<file path="src/rtl/stream_mux_rr.sv">
// Round-robin N:1 stream multiplexer with packet locking and a registered output stage.
// A channel that starts a multi-beat packet keeps the grant until its last beat is taken.
module stream_mux_rr #(
  parameter  int WIDTH = 4,
  parameter  int N     = 4,
  localparam int SW    = $clog2(N)
) (
  input  logic             clk,
  input  logic             rst,
  input  logic [N-1:0]     in_valid,
  input  logic [N*WIDTH-1:0] in_data,
  input  logic [N-1:0]     in_last,
  output logic [N-1:0]     in_ready,
  output logic             out_valid,
  output logic [WIDTH-1:0] out_data,
  output logic             out_last,
  output logic [SW-1:0]    out_sel,
  input  logic             out_ready
);

  // Handshake: a beat moves on any interface when valid && ready are both high at a
  // rising edge. in_ready is combinational from grant state, in_valid and out_ready only;
  // out_valid/out_data/out_last/out_sel are registers that hold while out_ready is low.

  logic             r_out_valid;
  logic [WIDTH-1:0] r_out_data;
  logic             r_out_last;
  logic [SW-1:0]    r_out_sel;
  logic [SW-1:0]    r_ptr;
  logic             r_lock;
  logic [SW-1:0]    r_lock_ch;

  logic             w_load;
  logic             w_found;
  logic [SW-1:0]    w_gnt;
  logic [N-1:0]     w_ready;
  logic             w_xfer;
  logic [WIDTH-1:0] w_data;
  logic             w_last;

  assign w_load = !r_out_valid || out_ready;

  // Locked: only the packet owner is eligible. Unlocked: first valid after r_ptr, wrapping.
  always_comb begin : grant_search
    logic [SW-1:0] v_idx;
    v_idx   = '0;
    w_found = 1'b0;
    w_gnt   = '0;
    if (r_lock) begin
      w_gnt   = r_lock_ch;
      w_found = in_valid[r_lock_ch];
    end else begin
      for (int k = 1; k <= N; k++) begin
        v_idx = SW'((int'(r_ptr) + k) % N);
        if (!w_found && in_valid[v_idx]) begin
          w_found = 1'b1;
          w_gnt   = v_idx;
        end
      end
    end
  end

  always_comb begin
    w_ready = '0;
    if (!rst && w_load && w_found) begin
      w_ready[w_gnt] = 1'b1;
    end
  end

  assign w_xfer   = !rst && w_load && w_found;
  assign in_ready = w_ready;

  always_comb begin
    w_data = '0;
    w_last = 1'b0;
    for (int i = 0; i < N; i++) begin
      if (w_gnt == SW'(i)) begin
        w_data = in_data[i*WIDTH +: WIDTH];
        w_last = in_last[i];
      end
    end
  end

  always_ff @(posedge clk) begin
    if (rst) begin
      r_out_valid <= 1'b0;
      r_out_data  <= '0;
      r_out_last  <= 1'b0;
      r_out_sel   <= '0;
      r_lock      <= 1'b0;
      r_lock_ch   <= '0;
      r_ptr       <= SW'(N - 1);
    end else if (w_xfer) begin
      r_out_valid <= 1'b1;
      r_out_data  <= w_data;
      r_out_last  <= w_last;
      r_out_sel   <= w_gnt;
      // The last beat releases the lock and becomes the new round-robin reference.
      if (w_last) begin
        r_lock <= 1'b0;
        r_ptr  <= w_gnt;
      end else begin
        r_lock    <= 1'b1;
        r_lock_ch <= w_gnt;
      end
    end else if (r_out_valid && out_ready) begin
      r_out_valid <= 1'b0;
    end
  end

  assign out_valid = r_out_valid;
  assign out_data  = r_out_data;
  assign out_last  = r_out_last;
  assign out_sel   = r_out_sel;

endmodule

</file>
<file path="config.mk">
export PLATFORM = sky130hd
export DESIGN_NAME = stream_mux_rr
export DESIGN_NICKNAME = d
export VERILOG_FILES = /design/src/rtl/stream_mux_rr.sv
export SDC_FILE = /design/constraint.sdc
export NUM_CORES = 1
export LEC_CHECK = 0
export BUFFER_PORTS_ARGS = -buffer_cell sky130_fd_sc_hd__buf_2
export CORE_UTILIZATION = 47
export DETAILED_ROUTE_END_ITERATION = 8
export PLACE_DENSITY = 0.83
export SYNTH_ARGS = -nofsm -noshare
export SYNTH_HDL_FRONTEND = slang
export SYNTH_SLANG_ARGS = --single-unit
export TNS_END_PERCENT = 1
</file>
<file path="constraint.sdc">
create_clock -name clk -period 3.2 [get_ports clk]
set_clock_uncertainty 0.15 [all_clocks]
set_input_delay 0.8 -clock clk [delete_from_list [all_inputs] [get_ports clk]]
set_output_delay 0.8 -clock clk [all_outputs]
set_load 0.05 [all_outputs]
</file>
# After elaboration in Yosys (flattened, before gate mapping)
# Index checks and enable logic that the tools add are counted.
word_totals:
  reg_bits: 13
  latchBits: 0
  ramBits: 0
  mem_bits_ro: 0
  inputBits: 27
  output_inout_bits: 12
  elab_cells: 76
  mem_count: 0
op_classes:
  add_sub_neg: 4
  mul: 0
  div_mod_pow: 0
  n_lt_le_gt_ge: 7
  n_eq_ne: 3
  n_shift: 0
  mux: 37
  bitwise: 1
  n_reduce_logical: 17
op_table:
  columns: ["op", "count"]
  rows:
  - ["1-bit two-way mux", 21]
  - ["4-bit two-way mux", 5]
  - ["2-bit by 3-bit < comparator with 1-bit output (second input constant)", 6]
  - ["1-bit binary-select mux with 2-bit select", 5]
  - ["2-bit two-way mux", 5]
  - ["1-bit logical AND", 7]
  - ["1-bit logical NOT", 5]
  - ["2-bit by 1-bit adder with 2-bit output (second input constant)", 2]
  - ["2-bit adder (second input constant)", 2]
  - ["2-bit equality test (second input constant)", 2]
  - ["2-bit AND reduction", 2]
  - ["1-bit demux with 2-bit select", 1]
  - ["2-bit by 1-bit equality test with 1-bit output (second input constant)", 1]
  - ["2-bit by 1-bit >= comparator with 1-bit output (second input constant)", 1]
  - ["2-bit logical NOT", 1]
  - ["2-bit nonzero test", 1]
  - ["1-bit logical OR", 1]
  - ["1-bit inverter", 1]

# Longest topological paths before layout
depth:
  ltp_word: 24
  ltp_mapped: 7
  mapped_depth_nobuf: 6

# Worst setup path before layout
# OpenSTA, ideal clock, no wires.
synth_timing:
  path_kind: "input -> output"
  start: "input port in_valid[3]"
  end: "output port in_ready[1]"
  arrival_ps: 2400
  required_time_ps: 2250
  slack_ps: -150
  cell_stages: 4
  path_buffers: 0
  path_cell_list: "or4_1 -> o21ai_0 -> o21ai_0 -> nor2_1"
synth_via:
  elab_chain_cells: 21
  elab_cells_between_ends: 36
  classes_between: "2 x order compare; 26 x mux; 8 x reduce/logical"
synth_rtl:
  columns: ["element", "line_no", "rtl"]
  rows:
  - ["start: declaration", "10", "input logic [N-1:0] in_valid,"]
  - ["1-bit binary-select mux with 2-bit select", "55", "if (!w_found && in_valid[v_idx]) begin"]
  - ["1-bit two-way mux (not written as such)", "55", null]
  - ["1-bit two-way mux", "55", null]
  - ["1-bit two-way mux", "49", "if (r_lock) begin"]
  - ["1-bit logical NOT", "55", null]
  - ["1-bit logical AND", "55", null]
  - ["1-bit two-way mux", "55", null]
  - ["1-bit two-way mux", "49", null]
  - ["(+5 left out)", null, null]
  - ["1-bit logical AND", "55", null]
  - ["2-bit two-way mux", "55", null]
  - ["2-bit two-way mux", "49", null]
  - ["2-bit by 3-bit < comparator with 1-bit output (not written as such) or 2-bit by 1-bit >= comparator with 1-bit output (tied branches)", "66", "w_ready[w_gnt] = 1'b1;"]
  - ["1-bit logical AND (not written as such)", "66", null]
  - ["1-bit two-way mux (not written as such)", "66", null]
  - ["1-bit demux with 2-bit select", "66", null]
  - ["4-bit two-way mux (*)", "65", "if (!rst && w_load && w_found) begin"]
  - ["end: declaration", "13", "output logic [N-1:0] in_ready,"]
# Every way passes the cells marked *; elsewhere a longest branch is shown, timed or not. The select of a mux whose other input is x is not followed.

# Worst setup path after layout
layout_timing:
  start: "input port in_valid[2]"
  end: "output port in_ready[3]"
# Same word-level chain as after synthesis.

==> reports/qor.csv <==
metric,value,unit
status,"finished, final reports clean",
vias,1094,
synth_warnings,0,
nets,195,
fin_crit_sh,0.996,
cts_tree,yes,
swShare,0.458,
p_leak,0.678,nW
wirelength,2.99,mm
p_seq_frac,0.218,
synth_edf_count,0,
ir_drop,0.772,mV
critPathLaunchType,input pin,
drc,0,
rows,16,
clock.fmax,314,MHz
p_sw,0.601,mW
design.die.area,2230,µm²
dr.first_iter.drc_count,16,
synth_cells,104,
crit_family,simple AND/OR/NAND/NOR gates,
path_class,input pin to output pin,
io_buffer_count,38,
io_pins,39,
numCtsBuffers,3,
drv_slew,0,
fin_hold_ws,316,ps
grt_max_degree,12,
initial_core_util,0.496,
cts_sinks,13,
antenna_cells,0,
use_met2,0.479,
grt_overflow,0,
path_buf_inv,4,
ys_ff_latch,13,
p_int,0.711,mW
avgSynthCellArea,9.26,µm²
place_hpwl,2.20,mm
fin_crit,3190,ps
power.density,903,nW/µm²
place_ws,-134,ps
slowest_delay,500,ps
synthArstFlopShare,0,
maxCapViolations,0,
vias_per_cell,5.64,
tns,0,ps
postRouteAntennaNets,0,
worstPathCellList,buf_2 > buf_4 > o22a_1 > or4_4 > buf_4 > nand3_1 > nor2_2 > buf_6,
worstPathRequired,2250,ps
crit_slowest_cell,or4_4,
place.gp.congestion,0.878,
fin_cells,194,
crit_arrival,2240,ps
drt_pass1_iterations,4,
area_growth,50.8,%
finalSetupViolCount,0,
clk_path_buf_depth,2,
rsz0062_at_grt,yes,
finalHoldViolCount,0,
worst_pin_slew,436,ps
met3_usage,0.0577,
hold_buffers,0,
track_usage,0.290,
syn-cell-area,963,µm²
combPwrFrac,0.696,
p_clk_frac,0.086,
mostFrequentLayoutCell,buf_2,
ys_seq_area_frac,0.270,
power.total,1.31,mW
placed_area,1340,µm²
hp-class,flop to flop,
grt_pass1_wl,4.37,mm
grt_pass1_vias,997,
die_h,47.3,µm
drive_gt1_frac,0.563,
clock_latency,300,ps
worstSetupEndpointType,output pin,
relSlewSlack,0.707,
cpMostUsedCell,buf_4,
core_area,1940,µm²
final_cell_mix,"buf_2, buf_4, dfxtp_1",
grt_use_met1,0.355,
ys_types,41,
timing.final.ws_setup,13.0,ps
final_core_util,0.748,
synth_ff_type,dfxtp_1,
dpl.cell_count,187,
antenna_found_initial,0,
root_buffer,clkbuf_4,
dieWidth,47.3,µm
critPathMaxFanout,4,
final_area,1450,µm²
htreeDepth,1,
clk_pin_slew,80,ps
synth_nets,131,
wl_per_cell,15.4,µm
busiest_layer,met2,
[power groups by stage]
| stage | clock, mW | sequential (mW) | combinational, mW |
|---|---|---|---|
| global placement | 0 | 0.278 | 0.795 |
| floorplan | 0 | 0.375 | 0.456 |
| detailed placement | 0 | 0.282 | 0.814 |
| global route | 0.119 | 0.292 | 0.968 |
| finish | 0.113 | 0.285 | 0.913 |
| CTS | 0.112 | 0.282 | 0.866 |
[synthesized netlist by cell type, drive strengths merged (3+ instances only)]
master,count,area (µm²)
dfxtp,13,260
mux2,10,113
nor2,9,33.8
a21oi,6,33.8
nand2,5,21.3
nand2b,5,31.3
nor3,5,30.0
a221o,4,40.0
and2,4,25.0
and3,4,25.0
nor2b,4,32.5
mux2i,3,30.0
nand3b,3,22.5
o21ai,3,15.0
or4,3,30.0
[layer usage]
layer	part of all wire	vias to the layer above
li1	-	523
met4	0.036	0
met5	0	-
met1	0.42	517
met3	0.049	11
met2	0.50	43
[flip-flops by register name, summed over array words and instances (netlist names)]
signal	cells
r_lock	1
out_last	1
r_lock_ch	2
out_data	4
out_sel	2
out_valid	1
r_ptr	2
[worst reg2reg max path, stage by stage, from the launching register on]
cell and delay (ps):
dfxtp_1 500, nor2b_1 110, o22a_1 200, or4_4 500
buf_4 160, nand2_2 170, mux2_2 360, a221o_1 350
[worst paths after layout]
check | endpoint | cells after the start | from | slack, ps
worst max-delay path | in_ready[3] | 8 | in_valid[2] | 10
worst min-delay path | out_last$_SDFFE_PP0P_ | 1 | out_last$_SDFFE_PP0P_ | 320
worst max register to register | out_data[0]$_SDFFE_PP0P_ | 7 | r_ptr[1]$_SDFFE_PP1P_ | 590
worst min register to register | out_last$_SDFFE_PP0P_ | 1 | out_last$_SDFFE_PP0P_ | 320
[cell type report]
class / count / area, µm²
fill: 152 / 489
multi-input combinational: 87 / 719
sequential: 13 / 260
inverter: 1 / 3.75
clock buffer: 4 / 26.3
timing repair buffer: 62 / 409
tap: 27 / 33.8
[logic make-up after synthesis]
| family | Yosys count | synth area share |
|---|---|---|
| flip-flops | 13 | 0.270 |
| AO/OA/AOI/OAI | 26 | 0.242 |
| AND/OR/NAND/NOR | 47 | 0.296 |
| multiplexers | 14 | 0.175 |
| buffers and inverters | 4 | 0.0169 |
[what timing repair did]
item | CTS | global route
cloned | 0 | 0
resized for setup | 12 | 11
endpoints found under the hold margin | 0 | 0
pin swaps | 1 | 6
buffers inserted | 1 | 2
endpoints found under the setup margin | 4 | 4
No activity file was read; power rests on OpenSTA's default activity.
